==> config.mk <==
export PLATFORM = sky130hd
export DESIGN_NAME = distribuidor_carriles_flat
export DESIGN_NICKNAME = d
export VERILOG_FILES = /design/src/rtl/distribuidor_carriles_pkg.sv /design/src/rtl/distribuidor_carriles_if.sv /design/src/rtl/distribuidor_carriles_contador.sv /design/src/rtl/distribuidor_carriles.sv /design/src/flat_wrapper.sv
export SDC_FILE = /design/constraint.sdc
export NUM_CORES = 1
export LEC_CHECK = 0
export CORE_UTILIZATION = 30
export DETAILED_ROUTE_END_ITERATION = 12
export DONT_BUFFER_PORTS = 1
export HOLD_SLACK_MARGIN = 0.06
export MAX_ROUTING_LAYER = met4
export PLACE_DENSITY = 0.41
export SLEW_MARGIN = 20
export SYNTH_ARGS = -nofsm -noshare
export SYNTH_HDL_FRONTEND = slang
export SYNTH_SLANG_ARGS = --single-unit
==> constraint.sdc <==
create_clock -name clk -period 3.15 [get_ports clk]
set_input_delay 0.4725 -clock clk [delete_from_list [all_inputs] [get_ports clk]]
set_output_delay 0.4725 -clock clk [all_outputs]
set_load 0.01 [all_outputs]
==> src/rtl/distribuidor_carriles_pkg.sv <==
// Shared definitions for the lane striper: lane count, byte width,
// pointer/counter widths and the two-state FSM encoding.
package distribuidor_carriles_pkg;

   localparam int NUM_LANES = 4;
   localparam int DATA_W    = 8;
   localparam int PTR_W     = 2;
   localparam int CNT_W     = 4;

   typedef logic [DATA_W-1:0] byte_t;

   typedef enum logic {
      IDLE   = 1'b0,
      ACTIVE = 1'b1
   } state_t;

endpackage

==> src/rtl/distribuidor_carriles_if.sv <==
// Bus bundle between the byte source and the lane striper.
// With DISTRIBUIDOR_PARIDAD_EN defined an extra per-lane parity vector is carried.
interface distribuidor_carriles_if;
   import distribuidor_carriles_pkg::*;

   byte_t data_in;
   logic  valid_in;
   byte_t data_in0;
   byte_t data_in1;
   byte_t data_in2;
   byte_t data_in3;
   logic  valid0;
   logic  valid1;
   logic  valid2;
   logic  valid3;
   logic  IDL;
`ifdef DISTRIBUIDOR_PARIDAD_EN
   logic [NUM_LANES-1:0] par;

   modport master (output data_in, valid_in,
                   input  data_in0, data_in1, data_in2, data_in3,
                   input  valid0, valid1, valid2, valid3, IDL, par);
   modport slave  (input  data_in, valid_in,
                   output data_in0, data_in1, data_in2, data_in3,
                   output valid0, valid1, valid2, valid3, IDL, par);
`else
   modport master (output data_in, valid_in,
                   input  data_in0, data_in1, data_in2, data_in3,
                   input  valid0, valid1, valid2, valid3, IDL);
   modport slave  (input  data_in, valid_in,
                   output data_in0, data_in1, data_in2, data_in3,
                   output valid0, valid1, valid2, valid3, IDL);
`endif

endinterface

==> src/rtl/distribuidor_carriles_contador.sv <==
// Idle-run counter for the lane striper: counts consecutive empty cycles
// and flags the cycle on which the run reaches IDLE_LIMIT-1.
module contador_inactividad
   import distribuidor_carriles_pkg::*;
#(
   parameter int IDLE_LIMIT = 4
) (
   input  logic clk,
   input  logic reset,
   input  logic clear,
   input  logic inc,
   output logic tc
);

   logic [CNT_W-1:0] cnt_q;

   // Clear wins over increment so an accepted byte always restarts the run
   always_ff @(posedge clk) begin
      if (reset) begin
         cnt_q <= '0;
      end else if (clear) begin
         cnt_q <= '0;
      end else if (inc) begin
         cnt_q <= cnt_q + CNT_W'(1);
      end
   end

   assign tc = (cnt_q == CNT_W'(IDLE_LIMIT - 1));

endmodule

==> src/rtl/distribuidor_carriles.sv <==
// Byte-to-lane striper: collects a serial byte stream into 4-byte words,
// emitting full words or a partial flush after IDLE_LIMIT empty cycles.
// Optional feature macro: DISTRIBUIDOR_PARIDAD_EN adds a per-lane parity output.
module distribuidor_carriles
   import distribuidor_carriles_pkg::*;
#(
   parameter int IDLE_LIMIT = 4
) (
   input  logic                    clk,
   input  logic                    reset,
   distribuidor_carriles_if.slave  bus
);

   state_t               state_q;
   state_t               state_d;
   logic [PTR_W-1:0]     ptr_q;
   byte_t                lane_q      [NUM_LANES-1];
   byte_t                out_data_q  [NUM_LANES];
   byte_t                out_data_d  [NUM_LANES];
   logic [NUM_LANES-1:0] out_valid_q;
   logic [NUM_LANES-1:0] out_valid_d;
   logic                 word_done;
   logic                 flush;
   logic                 cnt_clear;
   logic                 cnt_inc;
   logic                 cnt_tc;

   // The last lane never needs storage: the byte landing there is emitted the same edge
   assign word_done = bus.valid_in && (ptr_q == PTR_W'(NUM_LANES - 1));
   assign cnt_inc   = (state_q == ACTIVE) && !bus.valid_in;
   assign flush     = cnt_inc && cnt_tc;
   assign cnt_clear = (state_q == IDLE) || bus.valid_in || flush;

   contador_inactividad #(
      .IDLE_LIMIT (IDLE_LIMIT)
   ) u_contador (
      .clk   (clk),
      .reset (reset),
      .clear (cnt_clear),
      .inc   (cnt_inc),
      .tc    (cnt_tc)
   );

   // State register
   always_ff @(posedge clk) begin
      if (reset) begin
         state_q <= IDLE;
      end else begin
         state_q <= state_d;
      end
   end

   // Next state: first byte wakes the link, an idle timeout puts it back to sleep
   always_comb begin
      state_d = state_q;
      case (state_q)
         IDLE:    if (bus.valid_in) state_d = ACTIVE;
         ACTIVE:  if (flush)        state_d = IDLE;
         default: state_d = IDLE;
      endcase
   end

   // Output values for the next edge: full word, partial flush, or all-zero
   always_comb begin
      for (int i = 0; i < NUM_LANES; i++) begin
         out_data_d[i] = '0;
      end
      out_valid_d = '0;
      if (word_done) begin
         for (int i = 0; i < NUM_LANES - 1; i++) begin
            out_data_d[i] = lane_q[i];
         end
         out_data_d[NUM_LANES-1] = bus.data_in;
         out_valid_d             = '1;
      end else if (flush) begin
         for (int i = 0; i < NUM_LANES - 1; i++) begin
            if (PTR_W'(i) < ptr_q) begin
               out_data_d[i]  = lane_q[i];
               out_valid_d[i] = 1'b1;
            end
         end
      end
   end

   // Lane storage, pointer and registered outputs
   always_ff @(posedge clk) begin
      if (reset) begin
         ptr_q       <= '0;
         out_valid_q <= '0;
         for (int i = 0; i < NUM_LANES - 1; i++) begin
            lane_q[i] <= '0;
         end
         for (int i = 0; i < NUM_LANES; i++) begin
            out_data_q[i] <= '0;
         end
      end else begin
         if (bus.valid_in) begin
            ptr_q <= ptr_q + PTR_W'(1);
         end else if (flush) begin
            ptr_q <= '0;
         end
         for (int i = 0; i < NUM_LANES - 1; i++) begin
            if (bus.valid_in && (ptr_q == PTR_W'(i))) begin
               lane_q[i] <= bus.data_in;
            end
         end
         out_valid_q <= out_valid_d;
         for (int i = 0; i < NUM_LANES; i++) begin
            out_data_q[i] <= out_data_d[i];
         end
      end
   end

   assign bus.data_in0 = out_data_q[0];
   assign bus.data_in1 = out_data_q[1];
   assign bus.data_in2 = out_data_q[2];
   assign bus.data_in3 = out_data_q[3];
   assign bus.valid0   = out_valid_q[0];
   assign bus.valid1   = out_valid_q[1];
   assign bus.valid2   = out_valid_q[2];
   assign bus.valid3   = out_valid_q[3];
   assign bus.IDL      = (state_q == IDLE);

`ifdef DISTRIBUIDOR_PARIDAD_EN
   logic [NUM_LANES-1:0] par_q;

   // Parity follows the registered lane bytes; zeroed lanes give zero parity
   always_ff @(posedge clk) begin
      if (reset) begin
         par_q <= '0;
      end else begin
         for (int i = 0; i < NUM_LANES; i++) begin
            par_q[i] <= ^out_data_d[i];
         end
      end
   end

   assign bus.par = par_q;
`endif

endmodule

==> src/flat_wrapper.sv <==
// flat-port wrapper written by rule: the top's interface ports become plain ports
module distribuidor_carriles_flat import distribuidor_carriles_pkg::*;
#(
   parameter int IDLE_LIMIT = 4
)
  (clk, reset, bus_data_in, bus_valid_in, bus_data_in0, bus_data_in1, bus_data_in2, bus_data_in3, bus_valid0, bus_valid1, bus_valid2, bus_valid3, bus_IDL);
  distribuidor_carriles_if bus_i ();
  input  logic clk;
  input  logic reset;
  input wire logic [$bits(bus_i.data_in)-1:0] bus_data_in;
  input wire logic [$bits(bus_i.valid_in)-1:0] bus_valid_in;
  output wire logic [$bits(bus_i.data_in0)-1:0] bus_data_in0;
  output wire logic [$bits(bus_i.data_in1)-1:0] bus_data_in1;
  output wire logic [$bits(bus_i.data_in2)-1:0] bus_data_in2;
  output wire logic [$bits(bus_i.data_in3)-1:0] bus_data_in3;
  output wire logic [$bits(bus_i.valid0)-1:0] bus_valid0;
  output wire logic [$bits(bus_i.valid1)-1:0] bus_valid1;
  output wire logic [$bits(bus_i.valid2)-1:0] bus_valid2;
  output wire logic [$bits(bus_i.valid3)-1:0] bus_valid3;
  output wire logic [$bits(bus_i.IDL)-1:0] bus_IDL;
  assign bus_i.data_in = bus_data_in;
  assign bus_i.valid_in = bus_valid_in;
  assign bus_data_in0 = bus_i.data_in0;
  assign bus_data_in1 = bus_i.data_in1;
  assign bus_data_in2 = bus_i.data_in2;
  assign bus_data_in3 = bus_i.data_in3;
  assign bus_valid0 = bus_i.valid0;
  assign bus_valid1 = bus_i.valid1;
  assign bus_valid2 = bus_i.valid2;
  assign bus_valid3 = bus_i.valid3;
  assign bus_IDL = bus_i.IDL;
  distribuidor_carriles #(.IDLE_LIMIT(IDLE_LIMIT)) u_core (.clk(clk), .reset(reset), .bus(bus_i));
endmodule
==> impl_summary.md, run 1 <==
Run status
The flow ran to the end, and the final reports show no timing, DRC or antenna violations.

Synthesis
A synthesized cell averages 14.2 µm². The net count after synthesis is 168. The number of synthesized flops with an enable pin is 24.

Synthesis handed over a netlist of 152 instances. The post-synthesis async set-or-reset flop share is 0. The register bit total from synthesis is 67. After synthesis the cells add up to 2160 µm². The main flop type after synthesis is dfxtp_1. The synthesized netlist contains 29 unique library cells. The sequential element share of the synthesized area is 0.732. For this run, the number of Yosys warnings is 0.

Power
For this design the ratio of total power to cell area is 681 nW/µm². The analysis attributes to net switching a power of 345 µW. Cell internal power was estimated by the tool at 1.32 mW. The part of the total power dissipated in sequential elements is 0.561. The share of total power dissipated in combinational logic is 0.024. The worst-case IR drop observed on VDD is 0.000219 V. The clock network power share is 0.415. Of the total power, the share spent switching nets is 0.207.

The total leakage power is 0.943 nW.

Clocking
The hold-fix buffer count after cts is 0. The maximum level of the CTS H-tree is 3. The clock sink total is 67.

In this run the deepest clock path goes through 2 buffers. Once the clock tree was built, the resizer swapped 0 gates to a different size. The post-CTS repair timing setup buffer count is 0. Clock-pin slew was measured on the worst setup and hold paths at 70 ps.

Counting the buffers created by CTS gives 9. The TritonCTS clock tree is built. For the worst-skew pair, the clock arrives at the later sink with an insertion delay of 340 ps. CTS placed an instance of clkbuf_8 at the clock tree root.

Global route
The first global-routing pass estimated 5.58 mm of wire. The number of antenna violations at the first check in global routing is 0. The aggregate global-route resource usage is 0.115. After global routing the overflow that remains totals 0. The pin count of the biggest net entering global routing is 12. The via count of the first global-routing pass was 1029.

Critical path
STA classifies the critical path startpoint as a register. The cell at the slowest stage of the critical path is a31oi_2. The count of cells along the worst register-to-register path is 4. For this run, the slowest stage of the critical path takes 490 ps.

The endpoint of the lowest-slack register-to-register path is u_core.out_data_q[1][4]$_SDFF_PP0_. The source of the critical timing path is u_core.ptr_q[1]$_SDFFE_PP0P_. Along the worst path, the maximum fanout reaches 11.

The required time of the critical path is 3350 ps. The worst flop-to-flop path startpoint is u_core.ptr_q[1]$_SDFFE_PP0P_. The signal on the critical path passes through ha_1 -> and3b_1 -> a31oi_2 -> nor2b_1. The destination of the critical timing path is u_core.out_data_q[1][4]$_SDFF_PP0_. The reg-to-reg setup timing slack is 1540 ps. The data arrival time at the worst-slack endpoint is 1820 ps. The worst setup path is captured at a register. The classification of the worst setup path is reg2reg.

Final layout
Relative to the synthesized area, the layout overhead comes to 13.4%. For this run, the post-layout net count is 176. The layout has 668 filler cells. 0 antenna diodes ended up in the layout. The share of layout cells above drive strength 1 is 0.121.

Route
The residual antenna-violating net count after detailed routing is 0. For this run, the detailed router's first-pass iteration total came to 4. Wires add up to 3.71 mm. For this block, the via count after detailed routing is 1062. The per-cell via count in the routed design is 4.07. The residual DRC count is 0.

The number of DRC markers in iteration 0 is 44. The average wire per standard cell is 14.2 µm.

Place
The sum of net half-perimeters after detailed placement is 2.60 mm. The routability congestion estimate is 0.720. Buffers placed on the I/O ports in this run total 0.

STA
The share of the clock period used by the worst path after layout is 0.512. For the pin with the worst max-slew slack, the measured transition is 527 ps. Setup repair after global routing left no endpoint under its margin. The final total negative setup slack is 0 ps.

Counting I/O delays and the setup requirement, the final critical path takes 1610 ps. The max-slew violation count is 0. The total of endpoints with negative setup slack in the final report is 0.

For the final database, setup skew stands at 10.9 ps. The relative slew slack is 0.648. The final worst hold slack is 195 ps. The highest attainable clock frequency is 0.620 GHz.

The number of hold violations in the final report is 0.

Flow run
The number of maximum-capacitance violations is 0.

Die
After floorplanning, the core was sized to cover 6870 µm². The die extent in y is 86.8 µm. The floorplan step defined a die boundary enclosing 7540 µm². The effective utilization at floorplan is 0.314. The site row count is 30. The boundary pin count is 48. In this run the horizontal extent of the chip is 86.8 µm.

Worst hold path
The path category of the worst min-delay check is in2reg. The hold path depth is 1. In this run the most critical hold path is launched from reset.
layout make-up:
class / instances / area (µm²) / area share
clock inverter: 5 / 52.6 / 0.0215
sequential: 67 / 1580 / 0.646
clock buffer: 11 / 141 / 0.0577
tap: 96 / 120 / 0.0490
inverter: 6 / 22.5 / 0.00919
multi-input combinational: 76 / 532 / 0.217
Yosys cell counts, types with 2 or more instances:
cell | count | area, µm²
a21o_1 | 3 | 22.5
a21oi_1 | 3 | 15.0
and2_1 | 32 | 200
dfxtp_1 | 43 | 861
edfxtp_1 | 24 | 721
ha_1 | 5 | 62.6
inv_1 | 4 | 15.0
inv_2 | 2 | 7.51
nand2_1 | 3 | 11.3
nand3_1 | 3 | 15.0
nor2_1 | 4 | 15.0
nor2b_1 | 8 | 50.1
xor2_1 | 2 | 17.5
critical path: cells and delay by family (launching register included):
kind / cells / cell delay [ps]
flip-flops: 1 / 360
AO/OA/AOI/OAI: 1 / 490
AND/OR/NAND/NOR: 2 / 410
adder cells (fa/ha/maj): 1 / 210
power groups by stage:
stage          Sequential [mW]  Clock, mW  Combinational [mW]
2_1_floorplan            0.953          0              0.0342
3_3_place_gp             0.956          0              0.0397
3_5_place_dp             0.956          0              0.0409
4_1_cts                  0.936      0.718              0.0410
5_1_grt                  0.938      0.765              0.0447
6_report                 0.936      0.693              0.0396
cells in the final DEF, fill, tap and decap left out, types with 3 or more instances in the layout:
cell / synthesis / routed
nor2b_1: 8 / 8
nand2_1: 3 / 3
edfxtp_1: 24 / 24
clkbuf_8: 0 / 10
dfxtp_1: 43 / 43
a21o_1: 3 / 3
ha_1: 5 / 5
and2_1: 32 / 32
nand3_1: 3 / 3
nor2_1: 4 / 4
inv_1: 4 / 4
a21oi_1: 3 / 3
state kept, by name, indices dropped and copies added (netlist names):
name / cells
u_core.out_data_q: 32
u_core.out_valid_q: 4
u_core.state_q: 1
u_core.u_contador.cnt_q: 4
u_core.ptr_q: 2
u_core.lane_q: 24
worst min-delay path by stage:
stage                                              endpoint  slack (ps)
detailed placement       u_core.out_data_q[2][1]$_SDFF_PP0_         430
floorplan           u_core.u_contador.cnt_q[0]$_SDFFE_PP0P_         420
global placement         u_core.out_data_q[0][0]$_SDFF_PP0_         420
global route                   u_core.ptr_q[0]$_SDFFE_PP0P_         170
finish                            u_core.state_q$_SDFF_PP0_         190
CTS                               u_core.state_q$_SDFF_PP0_         170
per-stage QoR:
step | total power, mW | instances | area, µm² | util | worst slack [ps]
after global routing | 1.75 | 261 | 2450 | 0.357 | 1390
final | 1.67 | 261 | 2450 | 0.357 | 1540
after floorplan | 0.987 | 152 | 2160 | - | 1730
after detailed placement | 0.997 | 245 | 2260 | 0.328 | 1500
after CTS | 1.69 | 261 | 2450 | 0.357 | 1490
after global placement | 0.995 | 245 | 2260 | 0.328 | 1590
metal layers:
layer  routed length (µm)  GRT usage  up-vias
li1                     -          -      523
met1                 1510      0.116      500
met2                 1870      0.175       31
met3                  240     0.0590        8
met4                   87     0.0773        0
met5                    0          -        -
cells by family after synthesis:
group,count (synthesis),share of synthesized area
fa+ha+maj,5,0.0290
flops,67,0.732
simple gates,60,0.174
compound gates,9,0.0353
buf+inv,9,0.0214
xor+xnor,2,0.00811
No activity file was read; power rests on OpenSTA's default activity.
==> inputs of run 2 (changes only) <==
- PLACE_DENSITY: 0.41 -> 0.42
- clock period: 3.15 -> 1.37 ns (I/O delays scaled with it)
==> impl_summary.md, run 2 (same netlist as run 1, synthesis figures left out) <==
Critical path
The type of element capturing the critical path is a register. In this run the worst path has a maximum fanout of 5. The critical path in this run is classified as reg2reg. The data arrival time at the worst-slack endpoint is 1630 ps.

STA puts the critical path data required time at 1610 ps. The element type at the critical path start is a register.

Power
Summed over all cells, the static leakage comes to 1.14 nW. Power spread over the standard cell area amounts to 1370 nW/µm². The peak supply drop is 0.000485 V.

Global route
The first-pass GRT wire length is 6.84 mm. The total overflow reported by the global router is 0. The number of antenna violations at the first check in global routing came to 0. The pin count of the biggest net entering global routing is 12.

The via count of the first global-routing pass is 1331. Across every metal layer, demand over resource in global routing totals 0.136.

Route
The count of TritonRoute iterations in the first routing pass is 3. The residual antenna-violating net count after detailed routing is 0. After detailed routing, the number of remaining DRC violations is 0. The routed layout has 1208 vias. The average wire per standard cell is 15.1 µm. The per-cell via count in the routed design is 4.17.

The detailed-route wire length is 4.39 mm. The first routing iteration left 24 violations.

Clocking
The clock net in this run drives a total of 67 sinks. TritonCTS built the clock tree. For the worst-skew pair, the clock arrives at the later sink with an insertion delay of 340 ps.

The number of buffers created by CTS is 9. The maximum clock path buffer count is 2. After clock tree synthesis, the clock-pin slew on the worst setup and hold paths is 70 ps. The buffer type at the clock tree root is clkbuf_8. The maximum level of the CTS H-tree is 3.

Worst hold path
In this run the worst hold path is classified as in2reg.

Final layout
The library cell used most frequently in the layout, excluding fill and tap cells, is dfxtp_1. The number of antenna diodes in the final layout is 0. The flip-flop count of the largest register after layout is 32. The share of layout cells above drive strength 1 is 0.381. Once layout is complete, the utilization of the core stands at 0.421. The combined flip-flop and latch cell area is 1590 µm². Counting flops per register, the top entry is u_core.out_data_q. The largest registers in the layout are u_core.out_data_q (32), u_core.lane_q (24).

Leaving out fill and tap cells, the most frequent cells in the layout are dfxtp_1 (41), edfxtp_1 (24), and2_4 (16), and2_1 (16), buf_4 (12). The final standard cell area without fillers is 2890 µm². The area added between synthesis and finish is 34.0%. The number of nets at the end of the flow is 205.

The filler cells instantiated in the layout total 658. The multi-input combinational cells in the finished layout cover a total of 693 µm².

STA
In the finished design, the share of the clock period the worst path needs comes to 1.01. In this run the tightest slew margin relative to its limit is 0.818. Subtracting the final worst setup slack from the clock period gives 1390 ps. The worst path setup slack after routing is -20.0 ps. The max-slew violation count was 0. Setup repair after global routing could not meet its margin everywhere. The number of hold violations in the final report is 0. The final total negative setup slack is -345 ps. The total of endpoints with negative setup slack in the final report is 31. The highest attainable clock frequency is 0.719 GHz. The slew at the pin closest to its max-slew limit is 272 ps. On the final layout, the worst clock skew is 6.72 ps.

Run status
The run finished, with violations left. The final reports fail on setup timing.

Die
The die covers 7540 µm². The floorplan die width is 86.8 µm. The effective utilization at floorplan is 0.314. The floorplan has 30 rows. The die extent in y is 86.8 µm. 48 I/O pins were placed. The total area inside the core boundary comes to 6870 µm².

Place
Routability-driven placement finished with a final weighted congestion of 0.713. The cell area after placement is 2340 µm². The number of input and output port buffers inserted is 0.

Detailed placement finished with a half-perimeter wire length of 2.70 mm.

Flow run
Max-cap violations in this run came to 0.
run 2: changes by cell type in the layout (fill, tap and decap cells not counted), moves of 3 or more:
cell           change
buf_6              +5
and2_4            +16
a21o_1             -3
ha_1               -5
buf_4             +12
dlygate4sd3_1     +10
ha_4               +4
and2_1            -16
a21o_2             +3
run 2: worst paths after layout:
| check | startpoint | endpoint | slack, ps | cells after the start |
|---|---|---|---|---|
| worst max-delay path | u_core.ptr_q[1]$_SDFFE_PP0P_ | u_core.out_data_q[1][6]$_SDFF_PP0_ | -20 | 6 |
| worst min-delay path | bus_data_in[7] | u_core.lane_q[0][23]$_DFFE_PP_ | 90 | 1 |
| worst max register to register | u_core.ptr_q[1]$_SDFFE_PP0P_ | u_core.out_data_q[1][6]$_SDFF_PP0_ | -20 | 6 |
| worst min register to register | u_core.lane_q[0][22]$_DFFE_PP_ | u_core.out_data_q[2][6]$_SDFF_PP0_ | 440 | 1 |
run 2: metal layers:
metal / part of all wire / vias to the layer above / global-route usage
met1: 0.44 / 586 / 0.157
li1: - / 581 / -
met5: 0 / - / -
met4: 0.018 / 0 / 0.0727
met2: 0.49 / 34 / 0.205
met3: 0.052 / 7 / 0.0524
run 2: layout make-up:
type | count | area share
inverter | 6 | 0.00865
clock buffer | 11 | 0.0523
timing repair buffer | 28 | 0.0921
tap | 96 | 0.0415
multi-input combinational | 77 | 0.240
clock inverter | 5 | 0.0177
sequential | 67 | 0.548
run 2: repair_timing:
| item | in CTS | in global routing |
|---|---|---|
| hold endpoints to repair | 11 | 1 |
| hold buffers | 9 | 1 |
| setup endpoints to repair | 48 | 50 |
| gates cloned | 1 | 0 |
| pin swaps | 17 | 7 |
| resized for setup | 40 | 10 |
| buffers inserted | 5 | 3 |
run 2: power by group:
part	total, mW	switching (mW)	leakage (nW)	internal [mW]
registers	2.16	0.0270	0.601	2.13
logic	0.196	0.0905	0.433	0.105
clock network	1.62	0.698	0.103	0.926
total	3.98	0.815	1.14	3.16
run 2: stage by stage:
stage | worst slack [ps] | power, mW | hold slack (ps) | cells
6_report | -20.0 | 3.98 | 92.2 | 290
5_1_grt | -60.5 | 4.15 | 66.7 | 290
4_1_cts | -11.9 | 4.02 | -15.5 | 286
3_5_place_dp | -125 | 2.31 | 280 | 255
3_3_place_gp | -65.5 | 2.30 | 277 | 255
2_1_floorplan | 16.1 | 2.27 | 327 | 152
run 2: critical path, cell delays in order, from the launching register on:
cell and delay [ps]:
dfxtp_2 340, buf_6 120, ha_4 140, and3b_2 270
a31oi_4 200, buf_6 160, nor2b_1 50
